File: src/rtl/gfe_dot_ctrl.sv
// GF(3) dot-product sequencer over LEN operand pairs, sharing one mod-3 Barrett reducer.
// Latency: 3 cycles per pair (LOAD, MUL, ACC) plus LOAD stalls; done pulses 3*LEN cycles after start.
// Backpressure: in_ready is high only in LOAD; a pair is consumed on in_valid && in_ready.

// Mod-3 Barrett reduction for a 3-bit input: q = (x*5)>>4, r = x - 3q, one conditional correction.
module GFE_barret (
  input  logic [2:0] x_i,
  output logic [1:0] r_o
);

  logic [5:0] prod;
  logic [1:0] q;
  logic [2:0] qx3;
  logic [2:0] rem;

  // Quotient estimate, remainder, and the single correction step the estimate can require
  always_comb begin
    prod = {3'b000, x_i} * 6'd5;
    q    = 2'(prod >> 4);
    qx3  = {1'b0, q} + {q, 1'b0};
    rem  = x_i - qx3;
    if (rem >= 3'd3) begin
      rem = rem - 3'd3;
    end
    r_o  = rem[1:0];
  end

endmodule

module gfe_dot_ctrl #(
  parameter int LEN = 4,
  parameter int CW  = 4
) (
  input  logic       clk,
  input  logic       rst,
  input  logic       start,
  input  logic       in_valid,
  output logic       in_ready,
  input  logic [1:0] a,
  input  logic [1:0] b,
  output logic       busy,
  output logic       done,
  output logic [1:0] result
);

  typedef enum logic [2:0] {
    S_IDLE = 3'd0,
    S_LOAD = 3'd1,
    S_MUL  = 3'd2,
    S_ACC  = 3'd3,
    S_DONE = 3'd4
  } state_t;

  localparam logic [CW-1:0] LAST = CW'(LEN - 1);

  state_t        state_q;
  logic [1:0]    ra_q, rb_q, p_q, acc_q, result_q;
  logic [CW-1:0] cnt_q;
  logic          in_ready_q, busy_q, done_q;
  logic [2:0]    red_in_d;
  logic [1:0]    red_out;

  // Operand value 3 is congruent to 0, so it is folded at capture
  function automatic logic [1:0] norm(input logic [1:0] v);
    return (v == 2'b11) ? 2'b00 : v;
  endfunction

  // Reducer input: product in MUL, accumulate in ACC, idle-zero otherwise
  always_comb begin
    red_in_d = 3'd0;
    case (state_q)
      S_MUL:   red_in_d = {1'b0, ra_q} * {1'b0, rb_q};
      S_ACC:   red_in_d = {1'b0, acc_q} + {1'b0, p_q};
      default: red_in_d = 3'd0;
    endcase
  end

  GFE_barret u_red (
    .x_i (red_in_d),
    .r_o (red_out)
  );

  // Sequencer FSM with registered status outputs
  always_ff @(posedge clk) begin
    if (rst) begin
      state_q    <= S_IDLE;
      ra_q       <= 2'd0;
      rb_q       <= 2'd0;
      p_q        <= 2'd0;
      acc_q      <= 2'd0;
      cnt_q      <= '0;
      result_q   <= 2'd0;
      in_ready_q <= 1'b0;
      busy_q     <= 1'b0;
      done_q     <= 1'b0;
    end else begin
      done_q <= 1'b0;
      case (state_q)
        S_IDLE: begin
          if (start) begin
            acc_q      <= 2'd0;
            cnt_q      <= '0;
            state_q    <= S_LOAD;
            in_ready_q <= 1'b1;
            busy_q     <= 1'b1;
          end
        end
        S_LOAD: begin
          if (in_valid) begin
            ra_q       <= norm(a);
            rb_q       <= norm(b);
            state_q    <= S_MUL;
            in_ready_q <= 1'b0;
          end
        end
        S_MUL: begin
          p_q     <= red_out;
          state_q <= S_ACC;
        end
        S_ACC: begin
          acc_q <= red_out;
          if (cnt_q == LAST) begin
            result_q <= red_out;
            done_q   <= 1'b1;
            state_q  <= S_DONE;
          end else begin
            cnt_q      <= cnt_q + 1'b1;
            in_ready_q <= 1'b1;
            state_q    <= S_LOAD;
          end
        end
        S_DONE: begin
          busy_q  <= 1'b0;
          state_q <= S_IDLE;
        end
        default: begin
          state_q    <= S_IDLE;
          in_ready_q <= 1'b0;
          busy_q     <= 1'b0;
        end
      endcase
    end
  end

  assign in_ready = in_ready_q;
  assign busy     = busy_q;
  assign done     = done_q;
  assign result   = result_q;

endmodule

File: config.mk
export PLATFORM = sky130hd
export DESIGN_NAME = gfe_dot_ctrl
export DESIGN_NICKNAME = d
export VERILOG_FILES = /design/src/rtl/gfe_dot_ctrl.sv
export SDC_FILE = /design/constraint.sdc
export NUM_CORES = 1
export LEC_CHECK = 0
export ABC_AREA = 0
export CAP_MARGIN = 20
export CORE_UTILIZATION = 40
export DETAILED_ROUTE_END_ITERATION = 8
export PLACE_DENSITY = 0.61
export SKIP_CTS_REPAIR_TIMING = 1
export SLEW_MARGIN = 5
export SYNTH_ARGS = -nofsm -noshare
export SYNTH_HDL_FRONTEND = slang
export SYNTH_HIERARCHICAL = 1
export SYNTH_SLANG_ARGS = --single-unit
File: constraint.sdc
create_clock -name clk -period 5.2 [get_ports clk]
set_input_delay 0.78 -clock clk [delete_from_list [all_inputs] [get_ports clk]]
set_output_delay 0.78 -clock clk [all_outputs]
set_load 0.05 [all_outputs]
## Yosys cells after proc, flatten, opt, wreduce, memory -nomap -nowiden

Index checks and enable logic that the tools add are counted.

| word-level totals | value |
|---|---|
| register bits | 20 |
| output and inout bits | 5 |
| logic and storage cells | 62 |

| operators by class | value |
|---|---|
| $add $sub $neg | 5 |
| multiply operators | 2 |
| $lt $le $gt $ge | 1 |
| eq/ne operators | 10 |
| multiplexer cells | 19 |
| bitwise gates (word level) | 3 |
| reductions and logical operators | 12 |

Operators by type and width:

| kind | number |
|---|---|
| 3-bit case mux with 4 select lines | 1 |
| 2-bit AND reduction | 5 |
| 3-bit 2-to-1 mux | 3 |
| 2-bit 2-to-1 mux | 4 |
| 4-bit 2-to-1 mux | 2 |
| 4-bit case mux with 2 select lines | 1 |
| 3-bit by 2-bit == test with 1-bit output (second input constant) | 2 |
| 3-bit by 3-bit multiplier with 6-bit output (second input constant) | 1 |
| 2-bit inequality test (second input constant) | 3 |
| 3-bit case mux with 2 select lines | 1 |
| 4-bit by 1-bit adder with 4-bit output (second input constant) | 1 |
| 2-bit == test (second input constant) | 2 |
| 4-bit by 2-bit == test with 1-bit output (second input constant) | 1 |
| 1-bit 2-to-1 mux | 4 |
| 1-bit case mux with 4 select lines | 1 |
| 2-bit case mux with 2 select lines | 1 |
| 4-bit AND reduction | 1 |
| 2-bit OR reduction | 2 |
| 2-bit by 2-bit adder with 3-bit output | 1 |
| 2-bit by 3-bit adder with 3-bit output | 1 |
| 3-bit by 1-bit == test with 1-bit output (second input constant) | 1 |
| 3-bit == test (second input constant) | 1 |
| 3-bit by 2-bit >= comparator with 1-bit output (second input constant) | 1 |
| 3-bit logical NOT | 1 |
| 8 further kinds | 10 |

## Logic depth before layout (Yosys ltp)

| depth | value |
|---|---|
| depth in word-level cells | 8 |
| mapped depth | 18 |
| mapped depth without buffers | 18 |

## Modules after synthesis

The synthesis kept the hierarchy.

Modules (own cells, without submodules):

| module | instances | cells each | area each (µm²) | seq. area each (µm²) |
|---|---|---|---|---|
| gfe_dot_ctrl | 1 | 117 | 1019.7 | 400.4 |
| GFE_barret | 1 | 22 | 203.9 | 0.0 |

## Worst setup path before layout

Ideal clock, no wire load.

| timing path | value |
|---|---|
| path type | register to register |
| start point | reg p_q[0] |
| end point | reg result_q[0] (netlist: result[0]) |
| library setup time | 70 ps |
| data arrival time | 3542 ps |
| slack | 1588 ps |
| cell stages (with the launch flop) | 18 |
| buffers on the path | 0 |
| cells stage by stage | dfxtp_1 -> ha_1 -> inv_1 -> fa_1 -> inv_1 -> mux2i_1 -> nor2_1 -> nand3_1 -> fa_1 -> ha_1 -> nor2_1 -> fa_1 -> inv_1 -> ha_1 -> nor2_1 -> mux2i_1 -> nand3_1 -> a21oi_1 |

| between the ends | value |
|---|---|
| word-level cells in the longest chain between the ends | 7 |

RTL lines:

| element | RTL line | source |
|---|---|---|
| start, declared | 57 | `logic [1:0] ra_q, rb_q, p_q, acc_q, result_q;` |
| start signal, assigned | 117 | `p_q <= red_out;` |
| 2-bit by 2-bit adder with 3-bit output * | 73 | `S_ACC: red_in_d = {1'b0, acc_q} + {1'b0, p_q};` |
| 3-bit case mux with 2 select lines * | 71 | `case (state_q)` |
| net red_in_d[1] | 60 | `logic [2:0] red_in_d;` |
| 3-bit by 3-bit multiplier with 6-bit output | 18 | `prod = {3'b000, x_i} * 6'd5;` |
| 2-bit by 3-bit adder with 3-bit output | 20 | `qx3 = {1'b0, q} + {q, 1'b0};` |
| 3-bit subtractor * | 21 | `rem = x_i - qx3;` |
| 3-bit by 2-bit >= comparator with 1-bit output or 2-bit subtractor (tied branches) | 22, 23 |  |
| 2-bit 2-to-1 mux * | 22 | `if (rem >= 3'd3) begin` |
| net red_out[0] | 61 | `logic [1:0] red_out;` |
| end signal, assigned | 123 | `result_q <= red_out;` |
| end, declared | 57 |  |

Mark *: on every way through the listed nets, which the timed path passes. The rest lies on a longest branch.
A chain may end at the register's enable or synchronous reset.

## Final worst setup path

Ends and elaborated chain as after synthesis.

==> metrics <==
critical-path maximum fanout=4; LEAKAGE=0.551 nW; global-route wire length before repair=4150 um; HPWL Detailed=1740 um; yosys warns=6; Synth top area share=32.7%; Post-synth EDFFs=0; NetSw=0.0819 mW; R2R setup slack=1.16 ns; critical path's slowest cell=fa_1; crit-path cells=ha_1, inv_1, fa_1, inv_1, mux2i_1, nor2_1, nand3_1, fa_1, inv_1, ha_1, nor2_1, fa_1, inv_1, ha_1, nor2_1, mux2i_1, nand3_1, a21oi_1; WL final=2350 um; worst slew pin tran=0.956 ns; Setup TNS=0 ns; CP bufs+invs=4; I/O Buffers=12; clk buf depth=2; Startpoint Class=register; r2r startpoint=p_q[0]; vias in the first global route=1013; syn nets=159; via count=998; Critical Path Start=p_q[0]; Hold Violations, Final=0; failing checks=design-rule violations; vias per cell=5.64; die height=57.3 um; post-route worst setup slack=1.16 ns; Reg area=400 um^2; DRC viols=1; placed instance count=173; final period demand of the worst path=4.04 ns; Mapped Cells=139; Core Util, Final=48.9%; Die Width=57.3 um; Placed Area=1330 um^2; # rows=19; CTS Root Buffer Type=clkbuf_4; CTS tree=built; Ports=13; hold slack final=0.473 ns; Post-Syn Area=1220 um^2; f_max=248 MHz; PwrDens=244 nW/um^2; sequential power share=48.7%; Tot Pwr=0.338 mW; Final Max Tran Viols=0; syn_area_per_cell=8.80 um^2; Crit path top cell by count=inv_1; worst skew pair latency=0.31 ns; final std cells w/o fill=177; switch share=24.2%; Yosys cell types=38; ys flop type=dfxtp_1; layout cells sized above 1=4.79%; Worst Setup EP=result[0]; IR Drop Worst-Case VDD=0.0918 mV; filler cell count=287; clk sinks=20; initial antenna violation count=0; synth cell count leaders=dfxtp_1 (20), a21oi_1 (12), inv_1 (10), nand3_1 (10), ha_1 (9); Clk network pwr share=37.8%; nets=167; Area contributors post-synth=dfxtp_1 (33%), ha_1 (9.2%), a21oi_1 (4.9%); reg2reg path depth=18; pre-CTS WS=1.22 ns; antenna viol nets, final=0; Hold WC Path Type=reg -> reg; initial drt markers=43; slew margin rel.=35.4%; H-tree depth=1; final setup violation count=0; gp weighted congestion=0.790; crit-path max cell delay=0.52 ns; global route overflow=0; Worst EP required=5.44 ns; drt first pass iters=6; async set-reset flop share out of synthesis=0%; number of max-cap violations=0; logic gate share of total power=13.5%; routed len/inst=13.3 um; internal power=0.256 mW; unrepaired setup endpoints after global routing=false; Area Growth Syn to Fin=13.1%; run status=finished, violations left; cell taking the most area after synthesis=dfxtp_1; Critical Path AT=4.27 ns; die area=3280 um^2; fin area=1380 um^2; area of the multi-input gates=734 um^2; crit share post-route=77.6%; Reg clk slew, reported paths=0.13 ns; FF-to-FF End=result[0]; Crit Path Class=reg -> reg; largest net degree at the start of global routing=21; Yosys reg bits=20; Initial Utilization=43.3%; CP Capture Type=register; clock buffer count from CTS=3; # diodes=0; WP depth=18; most frequent cell after synthesis=dfxtp_1; delay-heaviest family, CP=adder cells; clock skew=0.0155 ns; overall routing resource usage=15.8%; Core Box Area=2830 um^2; register area share after synthesis=32.7%
cell type report:
class	count	area share, %
clock buffers	3	1.63
clock inverters	1	2.17
inverters	10	2.71
multi-input cells	100	53.1
flip-flops and latches	20	28.9
well taps	31	2.80
repair buffers	12	8.68
worst min path at each step:
| stage | endpoint | slack, ns | start | depth (start not counted) |
|---|---|---|---|---|
| global placement | acc_q[1] | 0.46 | acc_q[1] | 2 |
| detailed placement | acc_q[1] | 0.46 | acc_q[1] | 2 |
| finish | acc_q[1] | 0.47 | acc_q[1] | 2 |
| CTS | acc_q[1] | 0.47 | acc_q[1] | 2 |
| floorplan | acc_q[1] | 0.44 | acc_q[1] | 2 |
| global route | acc_q[1] | 0.49 | acc_q[1] | 2 |
sequential cells by signal (all words and copies together), names as in the netlist:
| name | flops |
|---|---|
| cnt_q | 4 |
| state_q | 3 |
| acc_q | 2 |
| p_q | 2 |
| ra_q | 2 |
| rb_q | 2 |
| result | 2 |
| busy | 1 |
| done | 1 |
| in_ready | 1 |
logic make-up (layout without fill, tap and decap cells):
kind of cell             count (synthesis)  in the layout  share of synthesized area (%)
AO/OA/AOI/OAI                           27             27                           13.7
AND/OR/NAND/NOR                         52             52                           24.5
flip-flops                              20             20                           32.7
multiplexers                             6              6                           4.91
XOR/XNOR                                 3              3                           2.76
adder cells (fa/ha/maj)                 12             12                           14.1
buffers and inverters                   19             26                           7.26
power by group through the flow:
stage / Combinational [mW] / Sequential [mW] / Clock [mW]
4_1_cts: 0.0459 / 0.165 / 0.131
2_1_floorplan: 0.0302 / 0.170 / 0
3_5_place_dp: 0.0457 / 0.168 / 0
6_report: 0.0457 / 0.165 / 0.128
5_1_grt: 0.0503 / 0.166 / 0.137
3_3_place_gp: 0.0445 / 0.168 / 0
layout by cell type, fill, tap and decap left out, drive strengths merged, types with 2 or more instances in the layout:
cell	netlist	routed
nor3	6	6
ha	9	9
and2	2	2
clkdlybuf4s50	0	12
nand2b	4	4
a21oi	12	12
clkbuf	4	3
inv	10	10
or3	2	2
o21ai	3	3
nand2	7	7
dfxtp	20	20
fa	3	3
a31oi	3	3
nand3b	6	6
mux2i	6	6
nor2	6	6
nor3b	2	2
nand3	10	10
nor2b	2	2
a21o	2	2
xor2	2	2
o211ai	2	2
per-layer routing:
metal,wire (um),GRT usage [%],vias up
li1,-,-,496
met1,1100,18.7,487
met2,1200,29.4,15
met3,53,1.36,0
met4,0,6.27,0
met5,0,0,-
worst reg2reg max path, delay by kind of cell (launching register included):
family,cells,cell delay (ns)
AO/OA/AOI/OAI,1,0.14
adder cells (fa/ha/maj),6,1.94
buffers and inverters,4,0.25
flip-flops,1,0.34
multiplexers,2,0.39
AND/OR/NAND/NOR,5,0.90
Power figures use the tool's default switching activity.
